### config.mk
export PLATFORM = sky130hd
export DESIGN_NAME = mem_access_unit_flat
export DESIGN_NICKNAME = d
export VERILOG_FILES = /design/src/rtl/mem_access_unit_if.sv /design/src/rtl/mem_access_unit.sv /design/src/flat_wrapper.sv
export SDC_FILE = /design/constraint.sdc
export NUM_CORES = 1
export LEC_CHECK = 0
export CORE_UTILIZATION = 52
export DETAILED_ROUTE_END_ITERATION = 8
export PLACE_DENSITY = 0.9
export SLEW_MARGIN = 5
export SYNTH_ARGS = -nofsm -noshare
export SYNTH_HDL_FRONTEND = slang
export SYNTH_SLANG_ARGS = --single-unit
### constraint.sdc
create_clock -name clock -period 5.95 [get_ports clock]
set_input_delay 1.19 -clock clock [delete_from_list [all_inputs] [get_ports clock]]
set_output_delay 1.19 -clock clock [all_outputs]
set_load 0.005 [all_outputs]
### src/rtl/mem_access_unit_if.sv
// ---------------------------------------------------------------------------
// mem_access_unit_if
//   Groups the two buses of the memory access unit: the core-side load/store
//   request/response channel and the word-granular RAM data port.
//
//   slave  modport : the mem_access_unit itself
//   master modport : its environment (pipeline plus RAM). The RAM's
//                    combinational read data is driven from this side.
//
//   Request  : req_valid, req_ready, req_write, req_size, req_signed,
//              req_addr, req_wdata
//   Response : rsp_valid, rsp_error, rsp_rdata
//   RAM port : wEn, d_address, d_write_data, d_read_data
// ---------------------------------------------------------------------------
interface mem_access_unit_if #(
    parameter int DATA_WIDTH = 32,
    parameter int ADDR_WIDTH = 16
);
    logic                  req_valid;
    logic                  req_ready;
    logic                  req_write;
    logic [1:0]            req_size;
    logic                  req_signed;
    logic [ADDR_WIDTH-1:0] req_addr;
    logic [DATA_WIDTH-1:0] req_wdata;

    logic                  rsp_valid;
    logic                  rsp_error;
    logic [DATA_WIDTH-1:0] rsp_rdata;

    logic                  wEn;
    logic [ADDR_WIDTH-1:0] d_address;
    logic [DATA_WIDTH-1:0] d_write_data;
    logic [DATA_WIDTH-1:0] d_read_data;

    modport slave (
        input  req_valid, req_write, req_size, req_signed, req_addr, req_wdata,
        input  d_read_data,
        output req_ready, rsp_valid, rsp_error, rsp_rdata,
        output wEn, d_address, d_write_data
    );

    modport master (
        output req_valid, req_write, req_size, req_signed, req_addr, req_wdata,
        output d_read_data,
        input  req_ready, rsp_valid, rsp_error, rsp_rdata,
        input  wEn, d_address, d_write_data
    );
endinterface

### src/rtl/mem_access_unit.sv
// ---------------------------------------------------------------------------
// mem_access_unit
//   Load/store initiator for a RAM data port with combinational read and
//   posedge write. Byte and halfword loads extract and extend the addressed
//   lane. Byte and halfword stores do read-modify-write on the whole word.
//
//   Ports
//     clock, reset_n : system clock (rising edge), async active-low reset
//     bus (slave)    : request/response channel and RAM data port
//     load_count     : successful loads   (only with MEM_ACCESS_PERF_EN)
//     store_count    : successful stores  (only with MEM_ACCESS_PERF_EN)
//
//   Optional feature macro: MEM_ACCESS_PERF_EN (performance counters).
//
//   Latency from the accept edge (cycle 0): an illegal request responds in
//   cycle 1, a load or word store in cycle 2, a sub-word store in cycle 3.
// ---------------------------------------------------------------------------
module mem_access_unit #(
    parameter int DATA_WIDTH = 32,
    parameter int ADDR_WIDTH = 16
) (
    input  logic               clock,
    input  logic               reset_n,
    mem_access_unit_if.slave   bus
`ifdef MEM_ACCESS_PERF_EN
    ,
    output logic [31:0]        load_count,
    output logic [31:0]        store_count
`endif
);

    typedef enum logic [1:0] {IDLE, ACCESS, WRITE, RESP} state_t;

    localparam logic [1:0] SIZE_BYTE = 2'b00;
    localparam logic [1:0] SIZE_HALF = 2'b01;
    localparam logic [1:0] SIZE_WORD = 2'b10;

    state_t                state;
    logic                  write_q;
    logic [1:0]            size_q;
    logic                  signed_q;
    logic [ADDR_WIDTH-1:0] addr_q;
    // Word stores take their data straight from the bus at accept, so only
    // the low halfword is kept for the read-modify-write merge.
    logic [15:0]           wdata_q;

    // Pick the addressed lane(s) out of the RAM word and extend them.
    function automatic logic [DATA_WIDTH-1:0] extract_load(
        input logic [DATA_WIDTH-1:0] word,
        input logic [1:0]            size,
        input logic                  sgn,
        input logic [1:0]            lane
    );
        logic [7:0]            b;
        logic [15:0]           h;
        logic [DATA_WIDTH-1:0] r;
        b = word[{lane, 3'b000} +: 8];
        h = word[{lane[1], 4'b0000} +: 16];
        case (size)
            SIZE_BYTE: r = {{24{sgn & b[7]}}, b};
            SIZE_HALF: r = {{16{sgn & h[15]}}, h};
            default:   r = word;
        endcase
        return r;
    endfunction

    // Replace the addressed lane(s) of the old word with the store data.
    function automatic logic [DATA_WIDTH-1:0] merge_store(
        input logic [DATA_WIDTH-1:0] old_word,
        input logic [15:0]           wdata,
        input logic [1:0]            size,
        input logic [1:0]            lane
    );
        logic [DATA_WIDTH-1:0] r;
        r = old_word;
        if (size == SIZE_BYTE) r[{lane, 3'b000} +: 8]    = wdata[7:0];
        else                   r[{lane[1], 4'b0000} +: 16] = wdata;
        return r;
    endfunction

    function automatic logic is_illegal(input logic [1:0] size, input logic [1:0] lane);
        return (size == 2'b11) ||
               (size == SIZE_HALF && lane[0]) ||
               (size == SIZE_WORD && lane != 2'b00);
    endfunction

    // The captured address drives the RAM directly; the low bits never reach it.
    assign bus.d_address = {addr_q[ADDR_WIDTH-1:2], 2'b00};

`ifdef MEM_ACCESS_PERF_EN
    logic [31:0] load_count_q;
    logic [31:0] store_count_q;
    assign load_count  = load_count_q;
    assign store_count = store_count_q;
`endif

    // NOTE: every output here is a flop cleared asynchronously, so a reset in
    // the middle of WRITE drops wEn immediately and the RAM never commits.
    always_ff @(posedge clock or negedge reset_n) begin
        if (!reset_n) begin
            state            <= IDLE;
            bus.req_ready    <= 1'b1;
            bus.rsp_valid    <= 1'b0;
            bus.rsp_error    <= 1'b0;
            bus.rsp_rdata    <= '0;
            bus.wEn          <= 1'b0;
            bus.d_write_data <= '0;
            write_q          <= 1'b0;
            size_q           <= 2'b00;
            signed_q         <= 1'b0;
            addr_q           <= '0;
            wdata_q          <= '0;
`ifdef MEM_ACCESS_PERF_EN
            load_count_q     <= '0;
            store_count_q    <= '0;
`endif
        end else begin
            // NOTE: non-blocking default; later assignments in the case win,
            // which makes rsp_valid a single-cycle pulse by construction.
            bus.rsp_valid <= 1'b0;

            case (state)
                IDLE: begin
                    // req_ready is high exactly in IDLE, so req_valid alone accepts.
                    if (bus.req_valid) begin
                        write_q       <= bus.req_write;
                        size_q        <= bus.req_size;
                        signed_q      <= bus.req_signed;
                        addr_q        <= bus.req_addr;
                        wdata_q       <= bus.req_wdata[15:0];
                        bus.req_ready <= 1'b0;
                        bus.rsp_rdata <= '0;
                        if (is_illegal(bus.req_size, bus.req_addr[1:0])) begin
                            bus.rsp_error <= 1'b1;
                            bus.rsp_valid <= 1'b1;
                            state         <= RESP;
                        end else begin
                            bus.rsp_error <= 1'b0;
                            state         <= ACCESS;
                            // A word store writes during ACCESS, so arm it now.
                            if (bus.req_write && bus.req_size == SIZE_WORD) begin
                                bus.wEn          <= 1'b1;
                                bus.d_write_data <= bus.req_wdata;
                            end
                        end
                    end
                end

                ACCESS: begin
                    if (!write_q) begin
                        bus.rsp_rdata <= extract_load(bus.d_read_data, size_q,
                                                      signed_q, addr_q[1:0]);
                        bus.rsp_valid <= 1'b1;
                        state         <= RESP;
                    end else if (size_q == SIZE_WORD) begin
                        bus.wEn       <= 1'b0;
                        bus.rsp_valid <= 1'b1;
                        state         <= RESP;
                    end else begin
                        // Old word is on d_read_data now; merge and write next cycle.
                        bus.d_write_data <= merge_store(bus.d_read_data, wdata_q,
                                                        size_q, addr_q[1:0]);
                        bus.wEn          <= 1'b1;
                        state            <= WRITE;
                    end
                end

                WRITE: begin
                    bus.wEn       <= 1'b0;
                    bus.rsp_valid <= 1'b1;
                    state         <= RESP;
                end

                RESP: begin
                    bus.req_ready <= 1'b1;
                    state         <= IDLE;
`ifdef MEM_ACCESS_PERF_EN
                    if (!bus.rsp_error) begin
                        if (write_q) store_count_q <= store_count_q + 32'd1;
                        else         load_count_q  <= load_count_q + 32'd1;
                    end
`endif
                end

                default: state <= IDLE;
            endcase
        end
    end

endmodule

### src/flat_wrapper.sv
// flat-port wrapper written by rule: the top's interface ports become plain ports
module mem_access_unit_flat 
#(
    parameter int DATA_WIDTH = 32,
    parameter int ADDR_WIDTH = 16
)
  (clock, reset_n, bus_req_valid, bus_req_write, bus_req_size, bus_req_signed, bus_req_addr, bus_req_wdata, bus_d_read_data, bus_req_ready, bus_rsp_valid, bus_rsp_error, bus_rsp_rdata, bus_wEn, bus_d_address, bus_d_write_data);
  mem_access_unit_if #(.DATA_WIDTH(DATA_WIDTH), .ADDR_WIDTH(ADDR_WIDTH)) bus_i ();
  input  logic clock;
  input  logic reset_n;
  input wire logic [$bits(bus_i.req_valid)-1:0] bus_req_valid;
  input wire logic [$bits(bus_i.req_write)-1:0] bus_req_write;
  input wire logic [$bits(bus_i.req_size)-1:0] bus_req_size;
  input wire logic [$bits(bus_i.req_signed)-1:0] bus_req_signed;
  input wire logic [$bits(bus_i.req_addr)-1:0] bus_req_addr;
  input wire logic [$bits(bus_i.req_wdata)-1:0] bus_req_wdata;
  input wire logic [$bits(bus_i.d_read_data)-1:0] bus_d_read_data;
  output wire logic [$bits(bus_i.req_ready)-1:0] bus_req_ready;
  output wire logic [$bits(bus_i.rsp_valid)-1:0] bus_rsp_valid;
  output wire logic [$bits(bus_i.rsp_error)-1:0] bus_rsp_error;
  output wire logic [$bits(bus_i.rsp_rdata)-1:0] bus_rsp_rdata;
  output wire logic [$bits(bus_i.wEn)-1:0] bus_wEn;
  output wire logic [$bits(bus_i.d_address)-1:0] bus_d_address;
  output wire logic [$bits(bus_i.d_write_data)-1:0] bus_d_write_data;
  assign bus_i.req_valid = bus_req_valid;
  assign bus_i.req_write = bus_req_write;
  assign bus_i.req_size = bus_req_size;
  assign bus_i.req_signed = bus_req_signed;
  assign bus_i.req_addr = bus_req_addr;
  assign bus_i.req_wdata = bus_req_wdata;
  assign bus_i.d_read_data = bus_d_read_data;
  assign bus_req_ready = bus_i.req_ready;
  assign bus_rsp_valid = bus_i.rsp_valid;
  assign bus_rsp_error = bus_i.rsp_error;
  assign bus_rsp_rdata = bus_i.rsp_rdata;
  assign bus_wEn = bus_i.wEn;
  assign bus_d_address = bus_i.d_address;
  assign bus_d_write_data = bus_i.d_write_data;
  mem_access_unit #(.DATA_WIDTH(DATA_WIDTH), .ADDR_WIDTH(ADDR_WIDTH)) u_core (.clock(clock), .reset_n(reset_n), .bus(bus_i));
endmodule
# Word-level counts from Yosys, hierarchy flattened
# Cells that the tools add are included.
classes:
  n_reduce_logical: 16
  n_eq_ne: 14
  muxes: 31
  n_shift: 6
  add_sub_neg: 2
  bitwise: 2
op_table:
  columns: ["cell", "n"]
  rows:
  - ["2-to-1 mux 32 bit", 8]
  - ["case mux 32 bit (2 select lines)", 3]
  - ["bitwise mux 32 bit", 2]
  - ["variable shift 16 x 7 -> 32 bit (first input constant)", 1]
  - ["variable shift 8 x 7 -> 32 bit (first input constant)", 1]
  - ["indexed part select 16 x 7 -> 32 bit", 1]
  - ["indexed part select 32 x 6 -> 16 bit", 1]
  - ["indexed part select 32 x 6 -> 8 bit", 1]
  - ["indexed part select 8 x 7 -> 32 bit", 1]
  - ["negation 5 -> 7 bit", 2]
  - ["2-to-1 mux 1 bit", 11]
  - ["equality test 2 bit (second input constant)", 5]
  - ["inequality test 2 bit (second input constant)", 4]
  - ["case mux 2 bit (4 select lines)", 1]
  - ["equality test 2 x 1 -> 1 bit (second input constant)", 3]
  - ["2-to-1 mux 2 bit", 3]
  - ["case mux 1 bit (3 select lines)", 2]
  - ["AND reduction 6 bit", 1]
  - ["nonzero test 2 bit", 3]
  - ["AND reduction 5 bit", 1]
  - ["logical NOT 2 bit", 2]
  - ["inequality test 2 x 1 -> 1 bit (second input constant)", 2]
  - ["AND reduction 2 bit", 2]
  - ["logical AND 1 bit", 3]
  - ["other kinds (5)", 7]
totals:
  word_cells: 83
  out_inout_bits: 84
  register_bits: 106

# Depth between registers and ports, before layout
# Gate-level depths: netlist (run 1).
logic_depth:
  word_depth: 7
  mapped_depth: 9
  mapped_depth_nobuf: 6

# Worst setup path before layout (run 1)
# OpenSTA, ideal clock, no wires.
synth_timing:
  path_type: "input port to flip-flop"
  start: "input port bus_req_valid"
  end: "register u_core.bus.rsp_rdata[17]"
  arrival_time_ns: 2.288
  cell_stages: 5
  setup_time_ns: 0.126
  path_slack_ns: 3.536
  cell_sequence: "nand2b_1 > nand2_1 > nor2_1 > clkbuf_1 > a221o_1"
synth_between:
  elab_chain_cells: 2
synth_rtl:
  columns: ["item", "line", "rtl"]
  rows:
  - ["start, declared", "flat_wrapper.sv:11", "input wire logic [$bits(bus_i.req_valid)-1:0] bus_req_valid;"]
  - ["inequality test 2 bit (no source line)", null, null]
  - ["AND reduction 3 bit (no source line)", null, null]
  - ["end signal, assigned", "mem_access_unit.sv:151", "bus.rsp_rdata <= extract_load(bus.d_read_data, size_q,"]
  - ["end, declared", "mem_access_unit_if.sv:39", "output req_ready, rsp_valid, rsp_error, rsp_rdata,"]
# Every way passes these cells.
# A chain may end at the register's enable or synchronous reset.

# Worst setup path in the final report (run 1)
layout_timing:
  start: "input port bus_req_addr[0]"
  end: "register u_core.bus.d_write_data[25]"
layout_between:
  elab_chain_cells: 5
  elab_cells_between_ends: 7
layout_rtl:
  columns: ["item", "line", "rtl"]
  rows:
  - ["start, declared", "flat_wrapper.sv:15", "input wire logic [$bits(bus_i.req_addr)-1:0] bus_req_addr;"]
  - ["nonzero test 2 bit / logical AND 1 bit (equally long branches)", "mem_access_unit.sv:84, mem_access_unit.sv:83", null]
  - ["logical AND 1 bit / logical OR 1 bit (equally long branches)", "mem_access_unit.sv:84, mem_access_unit.sv:82", null]
  - ["logical OR 1 bit (*)", "mem_access_unit.sv:83", "(size == SIZE_HALF && lane[0]) ||"]
  - ["inequality test 2 bit (no source line) (*)", null, null]
  - ["AND reduction 6 bit (no source line) (*)", null, null]
  - ["end signal, assigned", "mem_access_unit.sv:143", "bus.d_write_data <= bus.req_wdata;"]
  - ["end signal, assigned", "mem_access_unit.sv:161", "bus.d_write_data <= merge_store(bus.d_read_data, wdata_q,"]
  - ["end, declared", "mem_access_unit_if.sv:40", "output wEn, d_address, d_write_data"]
# Every way passes the cells marked *; elsewhere a longest branch is shown, timed or not.

==> flow_metrics.env, run 1 <==
export IMPL_irDropWorstVdd_uv=276
export IMPL_hold_depth=2
export IMPL_yosys_warnings=0
export IMPL_ys_ff_latch=106
export IMPL_rsz0062_at_grt="no"
export IMPL_synthFlopType="dfrtp_1"
export IMPL_antenna_found_initial=1
export IMPL_numCtsBuffers=9
export IMPL_drt_iter0_drc=586
export IMPL_syn_area_um2=5960
export IMPL_clock_latency_ns=0.35
export IMPL_cts_hold_buf=0
export IMPL_crit_path_start_kind="input pin"
export IMPL_cts_root_buf="clkbuf_16"
export IMPL_fin_tns_setup_ns=0
export IMPL_grt_pass1_wl_um=27800
export IMPL_worst_pin_slew_ns=1.18
export IMPL_track_usage_pct=31.1
export IMPL_fin_crit_sh_pct=60.0
export IMPL_status="complete, no violations"
export IMPL_total_leakage_power_nw=3.31
export IMPL_drive_gt1_share_pct=15.5
export IMPL_r2r_end="u_core.bus.rsp_rdata[22]"
export IMPL_async_flop_share_pct=100
export IMPL_num_vias=5389
export IMPL_slowest_delay_ns=0.78
export IMPL_fin_crit_ns=3.57
export IMPL_slew_viol_final=0
export IMPL_worstSetupEndpointType="flop"
export IMPL_grt_start_max_net_pins=65
export IMPL_viasPerCell=6.42
export IMPL_skew_ns=0.00730
export IMPL_power_mw=4.33
export IMPL_clock_sinks=106
export IMPL_path_class="in2reg"
export IMPL_ant_nets=0
export IMPL_drv_cap=0
export IMPL_avgSynthCellArea_um2=10.5
export IMPL_seq_area_frac_synth_pct=44.5
export IMPL_power_density_nw_per_um2=549
export IMPL_fin_nets=790
export IMPL_synthTopCellsByArea="dfrtp_1, mux2_2, a221o_1"
export IMPL_gr_total_overflow=0
export IMPL_cp_startpoint="bus_req_addr[0]"
export IMPL_die_y_um=109
export IMPL_drc_errors=0
export IMPL_hold_path_class="reg2reg"
export IMPL_netlist_instances=565
export IMPL_first_pass_iters=9
export IMPL_reg2reg_from="u_core.state[1]"
export IMPL_cp_cell_sequence="clkdlybuf4s50_1 -> nor3_1 -> a31o_2 -> nand4b_1 -> buf_4 -> mux2_1"
export IMPL_final_setup_viol_count=0
export IMPL_gp_congestion=0.902
export IMPL_area_delta_synth_final_pct=32.3
export IMPL_crit_path_top_delay_cell="nand4b_1"
export IMPL_relSlewSlack_pct=20.9
export IMPL_n_fill_cell=788
export IMPL_num_io_pins=171
export IMPL_dieArea_um2=11900
export IMPL_path_clk_slew_ns=0.07
export IMPL_min_delay_worst_endpoint="u_core.bus.rsp_rdata[9]"
export IMPL_h_tree_depth=3
export IMPL_post_cts_buffers=0
export IMPL_hold_start="u_core.bus.rsp_rdata[9]"
export IMPL_start_util_pct=54.3
export IMPL_synth_edf_count=0
export IMPL_cts_resized=0
export IMPL_first_global_vias=5239
export IMPL_crit_path_max_fanout=20
export IMPL_regToRegSetupSlack_ns=2.57
export IMPL_reg2reg_depth=6
export IMPL_cts_buffer_depth=2
export IMPL_crit_arrival_ns=3.80
export IMPL_wl_um=18200
export IMPL_die_w_um=109
export IMPL_required_ns=6.18
export IMPL_max_clock_freq_mhz=280
export IMPL_fp_row_count=38
export IMPL_ys_types=45
export IMPL_fp_coreArea_um2=11000
export IMPL_dp_hpwl_um=12900
export IMPL_synth_area_leader_cell="dfrtp_1"
export IMPL_finalHoldViolations=0
export IMPL_portBuffers=168
export IMPL_cts_tree="done"
export IMPL_yosys_area_top_type_share_pct=44.1
export IMPL_wire_per_inst_um=21.6
[metrics by stage]
stage	cells	hold WS, ns	cell area (um2)	utilization (%)	worst slack, ns
finish	839	0.488	7890	71.8	2.38
CTS	838	0.489	7870	71.7	2.42
global route	839	0.515	7890	71.8	2.23
detailed placement	822	0.473	7570	68.9	2.03
global placement	822	0.463	7570	68.9	2.14
floorplan	566	0.471	5960	-	3.54
[report_power, final]
| part | internal [mW] | switching (mW) | total, mW |
|---|---|---|---|
| Combinational | 1.24 | 1.08 | 2.32 |
| Clock | 0.330 | 0.282 | 0.612 |
| Sequential | 1.06 | 0.326 | 1.39 |
[Yosys cell counts (all sizes together), types with 9 or more instances]
cell type	instances
a21oi	17
a221o	21
a31oi	20
buf	32
clkbuf	26
dfrtp	105
ha	10
inv	31
mux2	79
mux2i	15
nand2	42
nand2b	27
nand3	9
nor2	14
o21ai	25
o221ai	24
o22ai	21
[per-layer routing]
| layer | share of wire [%] | vias up | track usage (%) |
|---|---|---|---|
| met5 | 0 | - | 2.68 |
| met4 | 3.3 | 0 | 13.6 |
| met3 | 10 | 62 | 6.04 |
| met2 | 48 | 383 | 49.7 |
| met1 | 39 | 2608 | 40.7 |
| li1 | - | 2336 | - |
[placed cells by master, fill, tap and decap left out, drive strengths merged, types with 4 or more instances in the layout]
master / count
clkdlybuf4s50: 167
dfrtp: 105
mux2: 79
nand2: 42
inv: 32
nand2b: 27
o21ai: 25
o221ai: 24
a221o: 21
o22ai: 21
a31oi: 20
a21oi: 17
mux2i: 15
nor2: 14
ha: 10
clkbuf: 9
nand3: 9
a22o: 8
a222oi: 7
buf: 7
nor3: 4
nor2b: 4
clkinv: 4
[critical path, delay by kind of cell]
kind                   cells  cell delay, ns
and+or+nand+nor            2            1.01
buffers and inverters      2            1.01
AOI/OAI and AO/OA          1            0.21
muxes                      1            0.36
[cell type report]
| class | count | area [um2] | area share [%] |
|---|---|---|---|
| Antenna cell | 1 | 2.50 | 0.0317 |
| Clock buffer | 9 | 225 | 2.86 |
| Clock inverter | 7 | 77.6 | 0.984 |
| Inverter | 31 | 116 | 1.48 |
| Multi-Input combinational cell | 371 | 2910 | 36.9 |
| Sequential cell | 106 | 2660 | 33.7 |
| Tap cell | 140 | 175 | 2.22 |
| Timing Repair Buffer | 174 | 1720 | 21.9 |
[cell families after synthesis]
| group | synth area share [%] |
|---|---|
| buffers and inverters | 7.01 |
| multiplexers | 17.4 |
| AO/OA/AOI/OAI | 18.6 |
| other | 0.0629 |
| flip-flops | 44.5 |
| adder cells (fa/ha/maj) | 2.10 |
| AND/OR/NAND/NOR | 10.3 |
[sequential cells by signal, summed over array words and instances, names as in the netlist]
register	count
u_core.bus.d_write_data	32
u_core.bus.rsp_rdata	32
u_core.addr_q	16
u_core.wdata_q	16
u_core.size_q	2
u_core.state	2
u_core.bus.req_ready	1
u_core.bus.rsp_error	1
u_core.bus.rsp_valid	1
u_core.bus.wEn	1
u_core.signed_q	1
u_core.write_q	1
[worst max-delay path by stage]
stage                                        to  slack, ns  depth (start not counted)
global placement    u_core.bus.d_write_data[22]       2.14                          6
finish              u_core.bus.d_write_data[25]       2.38                          6
floorplan              u_core.bus.rsp_rdata[17]       3.54                          5
CTS                 u_core.bus.d_write_data[25]       2.42                          6
detailed placement   u_core.bus.d_write_data[9]       2.03                          6
global route        u_core.bus.d_write_data[25]       2.23                          6
No activity file was read; power rests on OpenSTA's default activity.
==> run 2: changes to the inputs <==
--- a/config.mk
+++ b/config.mk
@@ -5,9 +5,9 @@
 export SDC_FILE = /design/constraint.sdc
 export NUM_CORES = 1
 export LEC_CHECK = 0
-export CORE_UTILIZATION = 52
+export CORE_UTILIZATION = 44
 export DETAILED_ROUTE_END_ITERATION = 8
-export PLACE_DENSITY = 0.9
+export PLACE_DENSITY = 0.82
 export SLEW_MARGIN = 5
 export SYNTH_ARGS = -nofsm -noshare
 export SYNTH_HDL_FRONTEND = slang
==> constraint.sdc (replaced) <==
create_clock -name clock -period 3.1 [get_ports clock]
set_input_delay 0.62 -clock clock [delete_from_list [all_inputs] [get_ports clock]]
set_output_delay 0.62 -clock clock [all_outputs]
set_load 0.005 [all_outputs]
==> run 2 against run 1 <==
  * Hold slack got worse by 0.12 ns
  * Highest routed layer unchanged
  * Utilization fell by 12 points
  * Setup slack got worse by 1.8 ns
  * Global-route usage fell by 4.9 points
  * Critical endpoint is now u_core.bus.d_write_data[31]
==> flow_metrics.env, run 2 (same netlist as run 1, synthesis figures left out) <==
export IMPL_status="complete, no violations"
export IMPL_first_pass_iters=5
export IMPL_hold_ws_ns=0.365
export IMPL_total_leakage_power_nw=3.35
export IMPL_start_util_pct=45.0
export IMPL_numCtsBuffers=9
export IMPL_wl_um=17900
export IMPL_finalHoldViolations=0
export IMPL_power_density_nw_per_um2=1030
export IMPL_clock_sinks=106
export IMPL_num_io_pins=171
export IMPL_final_cell_mix="clkdlybuf4s50_1, dfrtp_1, mux2_2"
export IMPL_post_cts_buffers=0
export IMPL_cts_buffer_depth=2
export IMPL_slew_viol_final=0
export IMPL_dieArea_um2=14000
export IMPL_clock_latency_ns=0.36
export IMPL_fp_coreArea_um2=13200
export IMPL_path_class="reg2reg"
export IMPL_reg2reg_depth=6
export IMPL_track_usage_pct=26.2
export IMPL_first_global_vias=5208
export IMPL_crit_path_start_kind="flop"
export IMPL_fp_row_count=42
export IMPL_relSlewSlack_pct=30.8
export IMPL_reg_top3="u_core.bus.d_write_data x32, u_core.bus.rsp_rdata x32"
export IMPL_ant_nets=0
export IMPL_cts_root_buf="clkbuf_16"
export IMPL_antenna_found_initial=0
export IMPL_antenna_cells=0
export IMPL_regToRegSetupSlack_ns=0.61
export IMPL_drv_cap=0
export IMPL_portBuffers=168
export IMPL_fin_crit_sh_pct=80.3
export IMPL_fin_tns_setup_ns=0
export IMPL_max_clock_freq_mhz=402
export IMPL_crit_path_max_fanout=63
export IMPL_required_ns=3.38
export IMPL_cts_resized=0
export IMPL_reg2reg_from="u_core.addr_q[1]"
export IMPL_gr_total_overflow=0
export IMPL_worstSetupEndpointType="flop"
export IMPL_r2r_end="u_core.bus.d_write_data[31]"
export IMPL_h_tree_depth=3
export IMPL_hold_path_class="in2async"
export IMPL_rsz0062_at_grt="no"
export IMPL_dp_hpwl_um=13200
export IMPL_fin_crit_ns=2.49
export IMPL_worst_pin_slew_ns=1.03
export IMPL_fin_nets=800
export IMPL_drc_errors=0
export IMPL_gp_congestion=0.944
export IMPL_crit_arrival_ns=2.77
export IMPL_wire_per_inst_um=20.3
export IMPL_final_common_cell="clkdlybuf4s50_1"
export IMPL_die_y_um=118
export IMPL_drt_iter0_drc=538
export IMPL_irDropWorstVdd_uv=509
export IMPL_grt_start_max_net_pins=66
export IMPL_die_w_um=118
export IMPL_viasPerCell=6.04
export IMPL_fin_util_pct=60.3
export IMPL_final_setup_viol_count=0
export IMPL_drive_gt1_share_pct=16.2
export IMPL_num_vias=5335
export IMPL_cts_hold_buf=0
export IMPL_area_delta_synth_final_pct=33.9
export IMPL_path_clk_slew_ns=0.08
export IMPL_grt_pass1_wl_um=28200
export IMPL_cp_startpoint="u_core.addr_q[1]"
export IMPL_skew_ns=0.00939
export IMPL_cts_tree="done"
run 2: cell types whose count changed in the layout (fill, tap and decap cells not counted):
cell	change
diode_2	-1
nand3_2	-1
nand2_2	-1
nor4bb_2	-1
nor4bb_1	+1
nand3_1	+1
inv_8	+1
bufinv_16	-1
clkinv_4	-2
buf_12	+1
inv_6	+2
nand2_1	+1
buf_4	+9
run 2: power breakdown:
group / internal [mW] / total (mW) / switching [mW]
clock network: 0.560 / 1.12 / 0.558
registers: 2.04 / 2.59 / 0.548
logic: 2.42 / 4.50 / 2.08
total: 5.03 / 8.21 / 3.18
run 2: how the worst max path moves through the flow:
| stage | end | slack, ns |
|---|---|---|
| after detailed placement | u_core.bus.rsp_rdata[30] | 0.36 |
| after global placement | u_core.bus.rsp_rdata[27] | 0.50 |
| after global routing | u_core.bus.d_write_data[28] | 0.42 |
| after floorplan | u_core.bus.d_write_data[16] | 0.85 |
| after CTS | u_core.bus.d_write_data[31] | 0.65 |
| final | u_core.bus.d_write_data[31] | 0.61 |
run 2: per-layer routing:
| layer | track usage, % | share of wire, % | vias to the layer above |
|---|---|---|---|
| met3 | 5.21 | 8.2 | 65 |
| met4 | 15.8 | 4.9 | 0 |
| met2 | 40.4 | 46 | 321 |
| met5 | 0 | 0 | - |
| met1 | 34.2 | 41 | 2588 |
| li1 | - | - | 2361 |
run 2: worst max-delay path, cell delays in order, from the launching register on:
cell and delay (ns):
dfrtp_2 0.36, buf_4 0.54, ha_1 0.49, nand4bb_1 0.34, o221ai_1 0.29, o221ai_1 0.20
mux2i_1 0.19
run 2: metrics by stage:
stage / cell area [um2] / setup WS [ns] / power [mW] / cells
floorplan: 5960 / 0.853 / 5.31 / 566
finish: 7980 / 0.611 / 8.21 / 884
CTS: 7980 / 0.651 / 8.19 / 884
global placement: 7700 / 0.503 / 6.88 / 868
detailed placement: 7700 / 0.362 / 7.05 / 868
global route: 7980 / 0.418 / 8.73 / 884
run 2: area by class of cell:
type,instances,area (um2)
clock buffers,9,225
clock inverters,7,58.8
fillers,1062,5260
inverters,31,116
multi-input cells,371,2900
flip-flops and latches,106,2660
well taps,176,220
repair buffers,184,1810
==> run 3: changes to the inputs <==
--- a/config.mk
+++ b/config.mk
@@ -5,9 +5,9 @@
 export SDC_FILE = /design/constraint.sdc
 export NUM_CORES = 1
 export LEC_CHECK = 0
-export CORE_UTILIZATION = 44
+export CORE_UTILIZATION = 48
 export DETAILED_ROUTE_END_ITERATION = 8
-export PLACE_DENSITY = 0.82
+export PLACE_DENSITY = 0.85
 export SLEW_MARGIN = 5
 export SYNTH_ARGS = -nofsm -noshare
 export SYNTH_HDL_FRONTEND = slang
==> constraint.sdc (replaced) <==
create_clock -name clock -period 2.3 [get_ports clock]
set_input_delay 0.46 -clock clock [delete_from_list [all_inputs] [get_ports clock]]
set_output_delay 0.46 -clock clock [all_outputs]
set_load 0.005 [all_outputs]
==> run 3 against run 2 <==
  * Die area down 8.2%
  * Clock skew down 0.0023 ns
  * Design area up 2.2%
  * Sequential power up 33%
  * Hold slack worse by 0.21 ns
  * Via count up 0.96%
  * Sequential cell count unchanged
  * Routed wire length up 1.9%
  * Critical endpoint is now u_core.bus.d_write_data[24]
==> flow_metrics.env, run 3 (same netlist as run 1, synthesis figures left out) <==
export IMPL_status="complete, no violations"
export IMPL_fp_row_count=40
export IMPL_start_util_pct=49.4
export IMPL_num_vias=5386
export IMPL_worst_pin_slew_ns=0.950
export IMPL_die_w_um=113
export IMPL_crit_family="simple AND/OR/NAND/NOR gates"
export IMPL_numCtsBuffers=9
export IMPL_crit_path_max_fanout=7
export IMPL_antenna_cells=0
export IMPL_h_tree_depth=3
export IMPL_grt_start_max_net_pins=107
export IMPL_gr_total_overflow=0
export IMPL_path_class="reg2reg"
export IMPL_relSlewSlack_pct=36.6
export IMPL_worstSetupEndpointType="flop"
export IMPL_hold_ws_ns=0.160
export IMPL_total_leakage_power_nw=3.46
export IMPL_clock_latency_ns=0.36
export IMPL_finalHoldViolations=0
export IMPL_worst_slack_ns=0.196
export IMPL_cts_tree="done"
export IMPL_cts_root_buf="clkbuf_16"
export IMPL_fin_crit_sh_pct=91.5
export IMPL_final_cell_mix="clkdlybuf4s50_1, dfrtp_1, mux2_2"
export IMPL_fin_crit_ns=2.10
export IMPL_crit_arrival_ns=2.40
export IMPL_dp_hpwl_um=13300
export IMPL_max_clock_freq_mhz=475
export IMPL_antenna_found_initial=0
export IMPL_fin_tns_setup_ns=0
export IMPL_final_common_cell="clkdlybuf4s50_1"
export IMPL_n_fill_cell=884
export IMPL_hold_path_class="in2async"
export IMPL_first_pass_iters=6
export IMPL_drt_iter0_drc=542
export IMPL_dp_cells=875
export IMPL_crit_path_start_kind="flop"
export IMPL_drive_gt1_share_pct=18.2
export IMPL_gp_congestion=0.922
export IMPL_clock_sinks=106
export IMPL_stdcell_count=893
export IMPL_wl_um=18300
export IMPL_drv_cap=0
export IMPL_path_clk_slew_ns=0.07
export IMPL_reg_top3="u_core.bus.d_write_data x32, u_core.bus.rsp_rdata x32"
export IMPL_viasPerCell=6.03
export IMPL_irDropWorstVdd_uv=817
export IMPL_grt_pass1_wl_um=28300
export IMPL_fin_nets=817
export IMPL_track_usage_pct=29.0
export IMPL_die_y_um=113
export IMPL_pre_cts_ws_ns=-0.230
export IMPL_fin_util_pct=67.7
export IMPL_wire_per_inst_um=20.5
export IMPL_slowest_delay_ns=0.46
export IMPL_power_density_nw_per_um2=1410
export IMPL_crit_path_top_delay_cell="dfrtp_2"
export IMPL_skew_ns=0.00712
export IMPL_area_delta_synth_final_pct=36.9
export IMPL_dieArea_um2=12900
export IMPL_first_global_vias=5238
export IMPL_drc_errors=0
export IMPL_ant_nets=0
export IMPL_slew_viol_final=0
export IMPL_cp_cell_sequence="inv_1 -> ha_1 -> nor4bb_1 -> nand2_1 -> a31oi_1 -> mux2_2"
export IMPL_fp_coreArea_um2=12100
export IMPL_final_setup_viol_count=0
export IMPL_path_buf_inv=1
export IMPL_portBuffers=168
export IMPL_num_io_pins=171
export IMPL_cts_buffer_depth=2
export IMPL_rsz0062_at_grt="no"
export IMPL_required_ns=2.60
-- run 3: report_power, final --
part	switching, mW	internal, mW
Combinational	2.97	3.45
Clock	0.729	0.884
Sequential	0.680	2.76
Total	4.38	7.09
-- run 3: final cells by class --
type                    count  area (um2)  area share (%)
multi-input cells         371        2900            35.5
flip-flops and latches    106        2660            32.5
repair buffers            201        1980            24.2
clock buffers              11         243            2.97
well taps                 168         210            2.58
inverters                  31         116            1.43
clock inverters             5        61.3           0.751
-- run 3: final timing paths --
| path | from | end | slack [ns] | cells after the start |
|---|---|---|---|---|
| setup / recovery | u_core.addr_q[1] | u_core.bus.d_write_data[24] | 0.20 | 6 |
| hold / removal | reset_n | u_core.bus.rsp_rdata[16] | 0.16 | 2 |
| setup reg to reg | u_core.addr_q[1] | u_core.bus.d_write_data[24] | 0.20 | 6 |
| hold reg to reg | u_core.bus.rsp_rdata[6] | u_core.bus.rsp_rdata[6] | 0.49 | 2 |
| max in group asynchronous | reset_n | u_core.bus.d_write_data[6] | 1.69 | 2 |
| min in group clock | u_core.bus.rsp_rdata[6] | u_core.bus.rsp_rdata[6] | 0.49 | 2 |
-- run 3: repair_timing --
item	CTS	global route
buffers inserted	0	2
hold buffers	0	0
resized for setup	1	0
setup endpoints to repair	16	16
pin swaps	0	1
-- run 3: worst reg2reg max path, cell delays in order (launching register included) --
cell	delay (ns)
dfrtp_2	0.46
inv_1	0.20
ha_1	0.34
nor4bb_1	0.41
nand2_1	0.10
a31oi_1	0.33
mux2_2	0.22
-- run 3: per-layer routing --
layer  vias to the layer above  global-route usage (%)  wire length (um)
met2                       311                    45.8              8720
met3                        58                    4.52              1330
li1                       2388                       -                 -
met4                         0                    13.4               587
met5                         -                       0                 0
met1                      2629                    39.5              7650
-- run 3: through the flow --
stage | power (mW) | cell area (um2)
floorplan | 7.16 | 5960
global placement | 9.51 | 7840
detailed placement | 9.73 | 7840
CTS | 11.4 | 8150
global route | 12.1 | 8160
finish | 11.5 | 8160
